[src/rtl/match_pkg.sv]
// match_pkg - shared types and constants for the match_scorer game block.
//   state_t      : round controller states
//   bcd_t        : one BCD digit
//   BCD_MAX      : largest legal BCD digit value
//   SCORE_MAX    : saturation limit of the two-digit score
//   bcd_to_bin() : two BCD digits -> binary value
package match_pkg;

  typedef enum logic [2:0] {
    IDLE,
    REQ,
    WAIT_GUESS,
    EVAL,
    SHOW,
    DONE
  } state_t;

  typedef logic [3:0] bcd_t;

  localparam bcd_t       BCD_MAX   = 4'd9;
  localparam logic [7:0] SCORE_MAX = 8'd99;

  function automatic logic [7:0] bcd_to_bin(input bcd_t tens, input bcd_t ones);
    // tens*10 + ones, written as shifts to stay in 8 bits
    return ({4'd0, tens} << 3) + ({4'd0, tens} << 1) + {4'd0, ones};
  endfunction

endpackage

[src/rtl/bcd_sat_counter.sv]
// bcd_sat_counter - two-digit BCD counter that saturates at 99.
// Ports:
//   clk, rst  : clock, asynchronous active-high reset
//   clr       : synchronous clear to 00 (wins over inc)
//   inc       : add to the score this cycle
//   inc_two   : when inc is set, add 2 instead of 1
//   ones/tens : BCD digits of the current count
module bcd_sat_counter
  import match_pkg::*;
(
  input  logic       clk,
  input  logic       rst,
  input  logic       clr,
  input  logic       inc,
  input  logic       inc_two,
  output logic [3:0] ones,
  output logic [3:0] tens
);

  bcd_t       ones_reg, ones_next;
  bcd_t       tens_reg, tens_next;
  logic [4:0] ones_sum;
  logic [7:0] total;

  always_comb begin
    ones_next = ones_reg;
    tens_next = tens_reg;
    ones_sum  = {1'b0, ones_reg} + (inc_two ? 5'd2 : 5'd1);
    total     = bcd_to_bin(tens_reg, ones_reg) + (inc_two ? 8'd2 : 8'd1);
    if (clr) begin
      ones_next = '0;
      tens_next = '0;
    end else if (inc) begin
      // Check the binary total first so 98+2 and 99+n pin at 99
      // instead of carrying out of the tens digit.
      if (total >= SCORE_MAX) begin
        ones_next = BCD_MAX;
        tens_next = BCD_MAX;
      end else if (ones_sum > {1'b0, BCD_MAX}) begin
        ones_next = 4'(ones_sum - 5'd10);
        tens_next = tens_reg + 4'd1;
      end else begin
        ones_next = ones_sum[3:0];
      end
    end
  end

  always_ff @(posedge clk or posedge rst) begin
    if (rst) begin
      ones_reg <= '0;
      tens_reg <= '0;
    end else begin
      ones_reg <= ones_next;
      tens_reg <= tens_next;
    end
  end

  assign ones = ones_reg;
  assign tens = tens_reg;

endmodule

[src/rtl/match_scorer.sv]
// match_scorer - round controller and BCD score keeper for the guessing game.
// Optional feature macro: MATCH_STREAK_EN (every third consecutive hit scores 2).
// Parameters: ROUNDS (1..15) rounds per game, SHOW_CYCLES (>=1) feedback length.
// Ports:
//   clk, rst    : clock, asynchronous active-high reset (back to IDLE)
//   start       : begin a game from IDLE or DONE
//   guess_valid : one-cycle strobe, equal[0] valid with it
//   equal       : comparator result, only bit 0 is used
//   round_start : one-cycle pulse asking upstream for a new target
//   round_num   : current round 1..ROUNDS, 0 when idle
//   score_ones/score_tens : BCD score
//   hit/miss    : feedback held for SHOW_CYCLES cycles
//   game_over   : high in DONE
module match_scorer
  import match_pkg::*;
#(
  parameter int ROUNDS      = 8,
  parameter int SHOW_CYCLES = 50_000_000
) (
  input  logic       clk,
  input  logic       rst,
  input  logic       start,
  input  logic       guess_valid,
  input  logic [3:0] equal,
  output logic       round_start,
  output logic [3:0] round_num,
  output logic [3:0] score_ones,
  output logic [3:0] score_tens,
  output logic       hit,
  output logic       miss,
  output logic       game_over
);

  localparam int                  TIMER_W    = (SHOW_CYCLES > 1) ? $clog2(SHOW_CYCLES) : 1;
  localparam logic [TIMER_W-1:0]  SHOW_LOAD  = TIMER_W'(SHOW_CYCLES - 1);
  localparam logic [3:0]          LAST_ROUND = 4'(ROUNDS);

  state_t             state_reg, state_next;
  logic [3:0]         round_num_reg, round_num_next;
  logic               round_start_reg, round_start_next;
  logic               hit_reg, hit_next;
  logic               miss_reg, miss_next;
  logic               game_over_reg, game_over_next;
  logic               match_reg, match_next;
  logic [TIMER_W-1:0] timer_reg, timer_next;
  logic               score_clr, score_inc, score_two;
`ifdef MATCH_STREAK_EN
  logic [1:0]         streak_reg, streak_next;
`endif

  // Only the match bit carries meaning; the upper comparator bits are dropped.
  logic unused_equal_bits;
  assign unused_equal_bits = ^equal[3:1];

  always_comb begin
    state_next       = state_reg;
    round_num_next   = round_num_reg;
    round_start_next = 1'b0;
    hit_next         = hit_reg;
    miss_next        = miss_reg;
    game_over_next   = game_over_reg;
    match_next       = match_reg;
    timer_next       = timer_reg;
    score_clr        = 1'b0;
    score_inc        = 1'b0;
    score_two        = 1'b0;
`ifdef MATCH_STREAK_EN
    streak_next      = streak_reg;
`endif
    case (state_reg)
      IDLE, DONE: begin
        if (start) begin
          state_next     = REQ;
          round_num_next = 4'd1;
          game_over_next = 1'b0;
          score_clr      = 1'b1;
`ifdef MATCH_STREAK_EN
          streak_next    = 2'd0;
`endif
        end
      end
      REQ: begin
        // round_start is registered, so it is seen the cycle after REQ;
        // a guess present during REQ itself is never sampled.
        round_start_next = 1'b1;
        state_next       = WAIT_GUESS;
      end
      WAIT_GUESS: begin
        if (guess_valid) begin
          match_next = equal[0];
          state_next = EVAL;
        end
      end
      EVAL: begin
        timer_next = SHOW_LOAD;
        state_next = SHOW;
        if (match_reg) begin
          hit_next  = 1'b1;
          score_inc = 1'b1;
`ifdef MATCH_STREAK_EN
          if (streak_reg == 2'd2) begin
            score_two   = 1'b1;
            streak_next = 2'd0;
          end else begin
            streak_next = streak_reg + 2'd1;
          end
`endif
        end else begin
          miss_next   = 1'b1;
`ifdef MATCH_STREAK_EN
          streak_next = 2'd0;
`endif
        end
      end
      SHOW: begin
        if (timer_reg == '0) begin
          hit_next  = 1'b0;
          miss_next = 1'b0;
          if (round_num_reg == LAST_ROUND) begin
            state_next     = DONE;
            game_over_next = 1'b1;
          end else begin
            round_num_next = round_num_reg + 4'd1;
            state_next     = REQ;
          end
        end else begin
          timer_next = timer_reg - 1'b1;
        end
      end
      default: state_next = IDLE;
    endcase
  end

  always_ff @(posedge clk or posedge rst) begin
    if (rst) begin
      state_reg       <= IDLE;
      round_num_reg   <= '0;
      round_start_reg <= 1'b0;
      hit_reg         <= 1'b0;
      miss_reg        <= 1'b0;
      game_over_reg   <= 1'b0;
      match_reg       <= 1'b0;
      timer_reg       <= '0;
    end else begin
      state_reg       <= state_next;
      round_num_reg   <= round_num_next;
      round_start_reg <= round_start_next;
      hit_reg         <= hit_next;
      miss_reg        <= miss_next;
      game_over_reg   <= game_over_next;
      match_reg       <= match_next;
      timer_reg       <= timer_next;
    end
  end

`ifdef MATCH_STREAK_EN
  always_ff @(posedge clk or posedge rst) begin
    if (rst) streak_reg <= 2'd0;
    else     streak_reg <= streak_next;
  end
`endif

  bcd_sat_counter u_score (
    .clk     (clk),
    .rst     (rst),
    .clr     (score_clr),
    .inc     (score_inc),
    .inc_two (score_two),
    .ones    (score_ones),
    .tens    (score_tens)
  );

  assign round_start = round_start_reg;
  assign round_num   = round_num_reg;
  assign hit         = hit_reg;
  assign miss        = miss_reg;
  assign game_over   = game_over_reg;

endmodule

[config.mk]
export PLATFORM = sky130hd
export DESIGN_NAME = match_scorer
export DESIGN_NICKNAME = d
export VERILOG_FILES = /design/src/rtl/match_pkg.sv /design/src/rtl/bcd_sat_counter.sv /design/src/rtl/match_scorer.sv
export SDC_FILE = /design/constraint.sdc
export NUM_CORES = 1
export LEC_CHECK = 0
export ABC_AREA = 1
export BUFFER_PORTS_ARGS = -buffer_cell sky130_fd_sc_hd__buf_2
export CAP_MARGIN = 20
export CORE_MARGIN = 2
export CORE_UTILIZATION = 60
export CTS_CLUSTER_SIZE = 14
export DETAILED_ROUTE_END_ITERATION = 10
export GPL_TIMING_DRIVEN = 0
export PLACE_DENSITY = 0.86
export SLEW_MARGIN = 40
export SYNTH_ARGS = -nofsm -noshare
export SYNTH_HDL_FRONTEND = slang
export SYNTH_SLANG_ARGS = --single-unit
[constraint.sdc]
create_clock -name clk -period 4.4 [get_ports clk]
set_input_delay 0.22 -clock clk [delete_from_list [all_inputs] [get_ports clk]]
set_output_delay 0.22 -clock clk [all_outputs]
set_load 0.03 [all_outputs]
==> run_results.csv <==
group,metric,value,unit
grt,grt_pass1_wl,12.3,mm
routing,ant_nets,0,
cells_and_area,utilization,68.9,%
logic_synthesis,ys_top_cells_by_count,"nand2_1 (97), inv_1 (62), nor2_1 (60), dfrtp_1 (46), nand3_1 (33)",
clock_tree,postCtsSetupBuffers,0,
floorplan,die_area,5910,sq um
worst_setup_path,timing.rr.end,"u_score.tens[2]",
sta,period_minus_slack,2.69,ns
clock_tree,numCtsBuffers,5,
sta,setup_violations,0,
logic_synthesis,synth_top_area_share,36.1,%
clock_tree,clock_sink_count,46,
grt,grt_start_max_net_pins,44,
clock_tree,path_clk_slew,0.08,ns
worst_setup_path,cpMostUsedCell,"nand2_1",
sta,rsz0062_at_grt,"no",
routing,drc_errors,0,
placed_design,dp_slack,1.73,ns
worst_setup_path,crit_slowest_cell,"fa_1",
floorplan,core,5110,sq um
worst_hold_path,min_path_cells,3,
run_status,status,"finished, final reports clean",
logic_synthesis,avgSynthCellArea,7.23,sq um
logic_synthesis,synth_cells,441,
floorplan,die_x,76.9,um
clock_tree,h-tree-depth,2,
worst_setup_path,worst-setup-path-type,"flip-flop to flip-flop",
floorplan,die_h,76.9,um
worst_setup_path,cp.arrival,2.94,ns
grt,grt_pass1_vias,2900,
logic_synthesis,netlist_area,3190,sq um
worst_setup_path,crit_chain,"inv_1 > fa_1 > inv_1 > ha_1 > a21oi_1 > nand2_1 > nand2_1 > nand3_1 > nor2_1 > nand2_1 > nand4_1 > nand2_1 > inv_1 > nand2_1 > nand2_1",
sta,relSlewSlack,65.8,%
grt,grt_overflow,0,
clock_tree,cts_tree,"yes",
sta,fin_ws,1.71,ns
grt,grt_use_met2,44.8,%
cells_and_area,nets,494,
worst_setup_path,cpPeakStageDelay,0.53,ns
clock_tree,clock_latency,0.31,ns
logic_synthesis,synth_top_area_cell,"dfrtp_1",
logic_synthesis,yosysMostFrequentCell,"nand2_1",
placed_design,dp_hpwl,5.39,mm
worst_setup_path,startpoint_type,"flip-flop",
logic_synthesis,synth_edf_count,0,
sta,finalHoldViolations,0,
worst_hold_path,min-delay-start,"equal[0]",
power,ir_drop,0.408,mV
sta,final_max_slew_viol_count,0,
cells_and_area,drive_gt1_share,11.9,%
power,p_per_area,569,nW/um^2
sta,worstMarginPinSlew,0.513,ns
sta,timing.fmax,372,MHz
floorplan,start_util,62.4,%
logic_synthesis,ys_seq_area_share,36.1,%
cells_and_area,fill_cells,440,
logic_synthesis,yosysUniqueCellTypes,36,
grt,met1_usage,31.8,%
grt,grt_use_met3,4.12,%
worst_setup_path,reg2regPathDepth,15,
grt,busiest_layer,"met2",
job,maxCapViolations,0,
worst_setup_path,end_kind,"flip-flop",
cells_and_area,syn_to_final_growth,10.4,%
logic_synthesis,synth_area_leaders,"dfrtp_1 (36%), nand2_1 (11%), inv_1 (7.3%)",
grt,antenna_found_initial,0,
worst_hold_path,hold_end,"match_reg",
routing,via_count,2907,
sta,skew,0.0115,ns
routing,wl_per_cell,13.0,um
logic_synthesis,ys.flop_type,"dfrtp_1",
routing,wl,7.04,mm
worst_setup_path,worstPathRequired,4.65,ns
placed_design,portBuffers,20,
routing,vias_per_cell,5.37,
worst_hold_path,min_path_type,"input port to flip-flop",
grt,grtUsageTotal,25.6,%
routing,dr.pass1.iters,4,
floorplan,num_rows,26,
worst_setup_path,worst-path-buf-inv,3,
clock_tree,ctsLongestPathBuffers,2,
placed_design,gp_congestion,0.944,
worst_setup_path,rrSetupSlack,1.71,ns
power,leakage,1.70,nW
sta,finalSetupTns,0,ns
logic_synthesis,ys_seq_elements,46,
logic_synthesis,syn_nets,465,
worst_setup_path,path_delay_family,"adder cells",
cells_and_area,largest_register_ffs,26,
cells_and_area,n_antenna_cell,0,
worst_setup_path,timing.rr.start,"u_score.ones[3]",
routing,drt_iter0_markers,197,
sta,period_share,61.2,%
worst_setup_path,crit_fanout,6,
logic_synthesis,synthArstFlopShare,100,%
floorplan,io_pins,24,
clock_tree,root_buffer,"clkbuf_8",
logic_synthesis,synth-warning-count,0,
-- final cells by class --
class                           count  area (sq um)  area share [%]
Multi-Input combinational cell    322          1740            49.4
Sequential cell                    46          1150            32.7
Inverter                           67           254            7.22
Timing Repair Buffer               22           130            3.70
Tap cell                           70          87.6            2.49
Clock buffer                        6          72.6            2.06
Buffer                              6          46.3            1.32
Clock inverter                      2          37.5            1.07
-- worst max path at each step --
stage / cells after the start / to / start
finish: 15 / u_score.tens[2] / u_score.ones[3]
global route: 15 / u_score.tens[2] / u_score.ones[3]
CTS: 15 / u_score.tens[2] / u_score.ones[3]
detailed placement: 15 / u_score.tens[2] / u_score.tens[0]
global placement: 15 / u_score.tens[2] / u_score.ones[3]
floorplan: 14 / u_score.tens[3] / u_score.ones[3]
-- timing repair --
item | CTS | global route
hold buffers | 1 | 0
setup endpoints to repair | 0 | 0
gates resized for setup | 0 | 0
hold endpoints to repair | 46 | 0
-- routing by layer --
layer | routed length (um) | vias to the layer above
met5 | 0 | -
met4 | 155 | 0
met2 | 3420 | 62
met3 | 339 | 17
li1 | - | 1468
met1 | 3120 | 1360
-- power by group --
group	total, W	leakage (nW)	internal [W]	switching (W)
clock network	0.000319	0.0514	0.000170	0.000149
registers	0.000661	0.552	0.000543	0.000118
logic	0.00102	1.09	0.000345	0.000677
-- worst min-delay path, delay by kind of cell --
family          cells  cell delay, ns
buf+inv             1            0.08
simple gates        1            0.04
compound gates      1            0.10
-- cell families (layout without fill, tap and decap cells) --
kind of cell    count (synthesis)  after routing  share of synthesized area (%)
compound gates                 64             64                           11.2
xor+xnor                       19             19                           5.22
fa+ha+maj                      16             16                           6.75
buf+inv                        73            103                           9.34
flops                          46             46                           36.1
simple gates                  223            223                           31.4
-- cell usage in the layout (no fill, tap or decap), types with 5 or more instances in the layout --
| cell | count |
|---|---|
| inv_1 | 61 |
| dfrtp_1 | 46 |
| clkbuf_8 | 5 |
| nor2_2 | 5 |
| o21ai_1 | 14 |
| nand2_1 | 97 |
| ha_1 | 14 |
| a21oi_1 | 8 |
| o21ai_0 | 31 |
| xor2_1 | 17 |
| inv_2 | 5 |
| nor2_1 | 60 |
| buf_2 | 21 |
| nand3_1 | 33 |
| nand4_1 | 11 |
-- per-stage QoR --
step | total power (W) | instance area, sq um | hold slack [ns] | cells
6_report | 0.00200 | 3520 | 0.166 | 541
5_1_grt | 0.00218 | 3520 | 0.243 | 541
2_1_floorplan | 0.00143 | 3190 | 0.379 | 441
4_1_cts | 0.00200 | 3520 | 0.163 | 541
3_5_place_dp | 0.00168 | 3400 | 0.0960 | 532
3_3_place_gp | 0.00162 | 3380 | 0.467 | 531
(Power assumes the default switching activity.)
